## src/rtl/ccff_chain_loader.sv

```systemverilog
// Configuration-chain programmer: serialises bitstream words into a ccff chain
// and optionally reads the chain back through a loopback to verify the load.
module ccff_chain_loader #(
   parameter int CHAIN_LEN = 36,
   parameter int WORD_W    = 8,
   parameter int CNT_W     = $clog2(CHAIN_LEN + 1)
) (
   input  logic              prog_clk,
   input  logic              prog_rst_n,
   input  logic              start,
   input  logic              verify_en,
   input  logic [WORD_W-1:0] cfg_data,
   input  logic              cfg_valid,
   output logic              cfg_ready,
   output logic              ccff_head,
   output logic              ccff_shift_en,
   input  logic              ccff_tail,
   output logic              busy,
   output logic              done,
   output logic              verify_err,
   output logic [CNT_W-1:0]  err_cnt
);

   // state  | meaning
   // IDLE   | waiting for start, chain clock gated
   // LOAD   | accepting words and shifting them into the chain
   // VERIFY | CHAIN_LEN-cycle loopback readback against the shadow copy
   // DONE   | one-cycle completion pulse
   typedef enum logic [1:0] {IDLE, LOAD, VERIFY, DONE} state_t;

   localparam int WBL_W = $clog2(WORD_W + 1);

   state_t                 state;
   logic [CNT_W-1:0]       bit_cnt;
   logic [CNT_W-1:0]       vcnt;
   logic [WBL_W-1:0]       word_bits_left;
   logic [WORD_W-1:0]      word_buf;
   logic [CHAIN_LEN-1:0]   shadow;
   logic                   verify_lat;
   logic [CNT_W-1:0]       bits_rem;
   logic [WBL_W-1:0]       load_n;

   assign bits_rem = CNT_W'(CHAIN_LEN) - bit_cnt;
   assign load_n   = (32'(bits_rem) < WORD_W) ? WBL_W'(bits_rem) : WBL_W'(WORD_W);

   always_ff @(posedge prog_clk or negedge prog_rst_n) begin
      if (!prog_rst_n) begin
         state          <= IDLE;
         bit_cnt        <= '0;
         vcnt           <= '0;
         word_bits_left <= '0;
         word_buf       <= '0;
         shadow         <= '0;
         verify_lat     <= 1'b0;
         verify_err     <= 1'b0;
         err_cnt        <= '0;
      end else begin
         case (state)
            IDLE: begin
               if (start) begin
                  state          <= LOAD;
                  bit_cnt        <= '0;
                  err_cnt        <= '0;
                  verify_err     <= 1'b0;
                  shadow         <= '0;
                  word_bits_left <= '0;
                  verify_lat     <= verify_en;
               end
            end
            LOAD: begin
               if (word_bits_left != '0) begin
                  word_buf              <= word_buf >> 1;
                  word_bits_left        <= word_bits_left - WBL_W'(1);
                  bit_cnt               <= bit_cnt + CNT_W'(1);
                  shadow                <= shadow >> 1;
                  shadow[CHAIN_LEN-1]   <= word_buf[0];
               end else if (bit_cnt == CNT_W'(CHAIN_LEN)) begin
                  if (verify_lat) begin
                     state <= VERIFY;
                     vcnt  <= CNT_W'(CHAIN_LEN - 1);
                  end else begin
                     state <= DONE;
                  end
               end else if (cfg_valid) begin
                  word_buf       <= cfg_data;
                  word_bits_left <= load_n;
               end
            end
            VERIFY: begin
               // oldest shadow bit sits at index 0; rotating keeps it for a re-run
               if (ccff_tail != shadow[0]) begin
                  verify_err <= 1'b1;
                  if (err_cnt != '1) err_cnt <= err_cnt + CNT_W'(1);
               end
               shadow              <= shadow >> 1;
               shadow[CHAIN_LEN-1] <= shadow[0];
               if (vcnt == '0) state <= DONE;
               else            vcnt  <= vcnt - CNT_W'(1);
            end
            DONE: state <= IDLE;
            default: state <= IDLE;
         endcase
      end
   end

   assign cfg_ready     = (state == LOAD) && (word_bits_left == '0) &&
                          (bit_cnt < CNT_W'(CHAIN_LEN));
   assign ccff_shift_en = ((state == LOAD) && (word_bits_left != '0)) || (state == VERIFY);
   assign busy          = (state != IDLE);
   assign done          = (state == DONE);

   always_comb begin
      ccff_head = 1'b0;
      if (state == LOAD && word_bits_left != '0) ccff_head = word_buf[0];
      else if (state == VERIFY)                  ccff_head = ccff_tail;
   end

endmodule

```

## config.mk

```make
export PLATFORM = sky130hd
export DESIGN_NAME = ccff_chain_loader
export DESIGN_NICKNAME = d
export VERILOG_FILES = /design/src/rtl/ccff_chain_loader.sv
export SDC_FILE = /design/constraint.sdc
export NUM_CORES = 1
export LEC_CHECK = 0
export ABC_AREA = 0
export CORE_MARGIN = 2
export CORE_UTILIZATION = 60
export CTS_BUF_LIST = sky130_fd_sc_hd__clkbuf_4 sky130_fd_sc_hd__clkbuf_8
export CTS_CLUSTER_DIAMETER = 120
export DETAILED_ROUTE_END_ITERATION = 7
export PLACE_DENSITY_LB_ADDON = 0.15
export SLEW_MARGIN = 30
export SYNTH_ARGS = -nofsm -noshare
export SYNTH_HDL_FRONTEND = slang
export SYNTH_SLANG_ARGS = --single-unit
```

## constraint.sdc

```tcl
create_clock -name prog_clk -period 2.9 [get_ports prog_clk]
set_input_delay 0.87 -clock prog_clk [delete_from_list [all_inputs] [get_ports prog_clk]]
set_output_delay 0.87 -clock prog_clk [all_outputs]
set_load 0.01 [all_outputs]
```

# After elaboration in Yosys (flattened, before gate mapping)
# Index checks and enable logic that the tools add are counted.
[classes] n_addsub=5 order_cmp=2 n_eq_ne=18 mux=34 reduce_logical=23
[op_table] operator="$pmux 36 s3" n=1
[op_table] operator="$mux 36" n=2
[op_table] operator="$mux 6" n=8
[op_table] operator="$pmux 6 s2" n=3
[op_table] operator="$mux 8" n=3
[op_table] operator="$mux 4" n=5
[op_table] operator="$ne 2x2->1 const B" n=10
[op_table] operator="$add 6x1->6 const B" n=2
[op_table] operator="$reduce_and 3->1" n=4
[op_table] operator="$reduce_and 4->1" n=3
[op_table] operator="$reduce_bool 2->1" n=5
[op_table] operator="$mux 2" n=4
[op_table] operator="$pmux 2 s4" n=1
[op_table] operator="$pmux 4 s2" n=1
[op_table] operator="$eq 6x6->1 const B" n=1
[op_table] operator="$logic_not 6->1" n=1
[op_table] operator="$lt 6x4->1 const B" n=1
[op_table] operator="$lt 6x6->1 const B" n=1
[op_table] operator="$ne 3x3->1 const B" n=2
[op_table] operator="$ne 6x6->1 const B" n=1
[op_table] operator="$sub 6x1->6 const B" n=1
[op_table] operator="$sub 6x6->6 const A" n=1
[op_table] operator="$mux 1" n=5
[op_table] operator="$reduce_and 5->1" n=1
[op_table] operator="other kinds (12)" n=15
[totals] regBits=70 in_bits=14 out_inout_bits=12 wordCells=91

# Depth between registers and ports, before layout
[depth] word_depth=7 mapped_depth=8 mapped_depth_nobuf=6

# Least setup slack after synthesis
# OpenSTA, ideal clock, no wires.
[synth_timing] path_type="register to output" from="register word_bits_left[0]" to="output port ccff_head" t_arrival_ns=1.714 t_required_ns=2.030 path_slack_ns=0.316 stages_incl_launch_ff=8 n_path_buf=2 path_cell_list="dfrtp_1 inv_1 ha_1 or3b_1 buf_6 clkbuf_1 nand2_1 mux2i_1"
[synth_via] elab_chain_cells=3
[synth_lines] item="from (decl)" line="36" rtl="logic [WBL_W-1:0] word_bits_left;"
[synth_lines] item="from (signal assigned)" line="73" rtl="word_bits_left <= word_bits_left - WBL_W'(1);"
[synth_lines] item="from (signal assigned)" line="86" rtl="word_bits_left <= load_n;"
[synth_lines] item="$reduce_bool 4->1" line="114" rtl="if (state == LOAD && word_bits_left != '0) ccff_head = word_buf[0];"
[synth_lines] item="$logic_and 1x1->1" line="114"
[synth_lines] item="$mux 1" line="114"
[synth_lines] item="to (decl)" line="15" rtl="output logic ccff_head,"
# No other way between the ends.

# Final worst setup path
[layout_timing] from="register word_bits_left[0]" to="output port cfg_ready"
[layout_via] elab_chain_cells=3
[layout_lines] item="$logic_not 4->1" line="106" rtl="assign cfg_ready = (state == LOAD) && (word_bits_left == '0) &&"
[layout_lines] item="$logic_and 1x1->1 (2 in series)" line="106"
[layout_lines] item="to (decl)" line="14" rtl="output logic cfg_ready,"
# No other way between the ends.

==> results.sh <==
export IMPL_grt_overflow=0
export IMPL_synth_area_leaders="dfrtp_1 46%, nand2_1 11%, o21ai_0 6.5%"
export IMPL_routedWlPerCell_um=15.2
export IMPL_p_leak_nw=1.93
export IMPL_synth_cells=425
export IMPL_cp_arrival_ns=1.93
export IMPL_synth_top_area_share_pct=46.4
export IMPL_final_nets=474
export IMPL_syn_nets=450
export IMPL_instances_no_fill=529
export IMPL_worst_pin_slew_ns=0.726
export IMPL_clock_skew_ns=0.0143
export IMPL_syn_to_final_growth_pct=15.1
export IMPL_first_pass_iters=4
export IMPL_dp_cells=513
export IMPL_dp_hpwl_um=5270
export IMPL_min_path_cells=2
export IMPL_fmax_mhz=357
export IMPL_clk_pin_slew_worst_paths_ns=0.09
export IMPL_vias_per_cell=5.94
export IMPL_cts_htree_levels=3
export IMPL_cp_required_ns=2.03
export IMPL_yosys_warnings=0
export IMPL_syn_cell_area_um2=3770
export IMPL_io_buffer_count=25
export IMPL_hold_violations=0
export IMPL_grt_pass1_vias=2962
export IMPL_final_setup_tns_ns=0
export IMPL_end_kind="output port"
export IMPL_synthArstFlopShare_pct=100
export IMPL_clock_sinks=70
export IMPL_seq_area_frac_synth_pct=46.4
export IMPL_setup_viol=0
export IMPL_worst_r2r_path_depth=8
export IMPL_maxSlewHeadroom_pct=51.6
export IMPL_clockBufferDepth=2
export IMPL_fin_crit_sh_pct=96.7
export IMPL_start_util_pct=63.0
export IMPL_io_pins=26
export IMPL_ctsResizeCount=5
export IMPL_die_w_um=83.3
export IMPL_ys_top_cells_by_count="107 x nand2_1, 70 x dfrtp_1, 49 x o21ai_0"
export IMPL_synth_seq_cells=70
export IMPL_drtIter0Drc=271
export IMPL_grt_util_all_layers_pct=24.2
export IMPL_clock_root_buffer="clkbuf_8"
export IMPL_critical_path_class="register to output port"
export IMPL_crit_path_start_kind="register"
export IMPL_holdCritPathClass="register to register"
export IMPL_grt_pass1_wl_um=13800
export IMPL_drv_cap=0
export IMPL_yosys_area_top_type="dfrtp_1"
export IMPL_min_period_ns=2.80
export IMPL_grt_max_degree=73
export IMPL_cts_made_buffers=9
export IMPL_vias=3143
export IMPL_synth_ff_type="dfrtp_1"
export IMPL_synthDistinctLibCells=61
export IMPL_antenna_found_initial=0
export IMPL_fin_util_pct=72.5
export IMPL_crit_path_top_delay_cell="dfrtp_1"
export IMPL_postCtsSetupRepairBufs=0
export IMPL_row_count=28
export IMPL_synth_most_common_cell="nand2_1"
export IMPL_drc_errors=0
export IMPL_n_antenna_cell=0
export IMPL_crit_chain="inv_1 > ha_2 > nor3b_2 > nand2_1 > a21oi_1 > dlygate4sd2_1"
export IMPL_insertion_delay_ns=0.34
export IMPL_synth_edf_count=0
export IMPL_worst_path_largest_cell_delay_ns=0.41
export IMPL_rsz0062_at_grt="false"
export IMPL_drive_gt1_share_pct=11.5
export IMPL_cts_hold_buf=0
export IMPL_synth_area_per_cell_um2=8.88
export IMPL_worst_ir_drop_vdd_mv=0.680
export IMPL_worst_slack_ns=0.0969
export IMPL_cts_tree="yes"
export IMPL_crit_fanout=5
export IMPL_p_per_area_nw_per_um2=926
export IMPL_wirelength_um=8040
export IMPL_pre_cts_ws_ns=-0.0532
export IMPL_status="complete, no violations"
export IMPL_gp_congestion=0.885
export IMPL_slew_viol_final=0
export IMPL_die_h_um=83.3
export IMPL_coreArea_um2=5990
export IMPL_antenna_left=0
export IMPL_die_area_um2=6940
where the power goes:
| part | switching (mW) | internal, mW | total (mW) |
|---|---|---|---|
| Sequential | 0.169 | 1.15 | 1.32 |
| Clock | 0.391 | 0.472 | 0.863 |
| Combinational | 1.13 | 0.711 | 1.84 |
worst paths after layout:
path                       slack, ns    endpoint              start
hold / removal                  0.48  shadow[15]         shadow[15]
min in group asynchronous       0.58  err_cnt[4]         prog_rst_n
setup / recovery                 0.1   cfg_ready  word_bits_left[0]
hold reg to reg                 0.48  shadow[15]         shadow[15]
max in group asynchronous       1.68  shadow[19]         prog_rst_n
setup reg to reg                0.40  shadow[29]           state[1]
sequential cells by signal, summed over array words and instances, names as in the netlist:
register	count
shadow	36
word_buf	8
bit_cnt	6
err_cnt	6
vcnt	6
word_bits_left	4
state	2
verify_err	1
verify_lat	1
layer usage:
layer / GRT usage (%) / routed length [um] / share of wire (%)
met1: 33.4 / 3770 / 47
met2: 37.6 / 3780 / 47
met3: 5.67 / 399 / 5.0
met4: 8.49 / 87 / 1.1
met5: 0 / 0 / 0
through the flow:
step | hold slack (ns) | instance area [um^2] | total power [mW]
final | 0.482 | 4350 | 4.03
after global routing | 0.509 | 4350 | 4.32
after CTS | 0.486 | 4350 | 4.01
after detailed placement | 0.470 | 4130 | 3.16
after global placement | 0.461 | 4130 | 3.10
after floorplan | 0.450 | 3770 | 2.66
cells by family (layout without fill, tap and decap cells):
| family | after synthesis | in the layout | share of synthesized area, % |
|---|---|---|---|
| DFF | 70 | 70 | 46.4 |
| AOI/OAI and AO/OA | 101 | 101 | 17.2 |
| muxes | 16 | 16 | 4.51 |
| and+or+nand+nor | 180 | 180 | 22.4 |
| adders and majority gates | 11 | 11 | 3.65 |
| xor gates and xnor gates | 7 | 7 | 1.62 |
| buffers and inverters | 40 | 69 | 4.21 |
layout make-up:
type | instances | area, um^2
multi-input combinational | 315 | 1870
sequential | 70 | 1750
fill | 471 | 1650
timing repair buffer | 39 | 355
clock buffer | 12 | 165
tap | 75 | 93.8
clock inverter | 4 | 52.6
inverter | 14 | 52.6
worst max-delay path, delay by kind of cell (launching register included):
| family | cells | cell delay [ns] |
|---|---|---|
| flops | 1 | 0.41 |
| buf+inv | 2 | 0.41 |
| simple gates | 2 | 0.35 |
| fa+ha+maj | 1 | 0.22 |
| compound gates | 1 | 0.21 |
layout by cell type, fill, tap and decap left out, types with 3 or more instances in the layout:
| master | instances |
|---|---|
| o2111ai_1 | 5 |
| o211ai_1 | 3 |
| nand2_1 | 107 |
| xnor2_1 | 5 |
| o21ai_0 | 49 |
| ha_1 | 10 |
| or3_1 | 4 |
| nor2_1 | 17 |
| a21oi_1 | 13 |
| clkbuf_8 | 12 |
| clkdlybuf4s50_1 | 21 |
| inv_1 | 14 |
| buf_4 | 13 |
| mux2_2 | 8 |
| o211a_1 | 3 |
| a211o_1 | 3 |
| nand2b_1 | 4 |
| nor4b_1 | 4 |
| nor4_1 | 5 |
| mux2i_1 | 8 |
| and3_1 | 3 |
| nand3_1 | 9 |
| dfrtp_1 | 70 |
| nor3_1 | 6 |
Note: power is estimated with default switching activity, not from simulation.
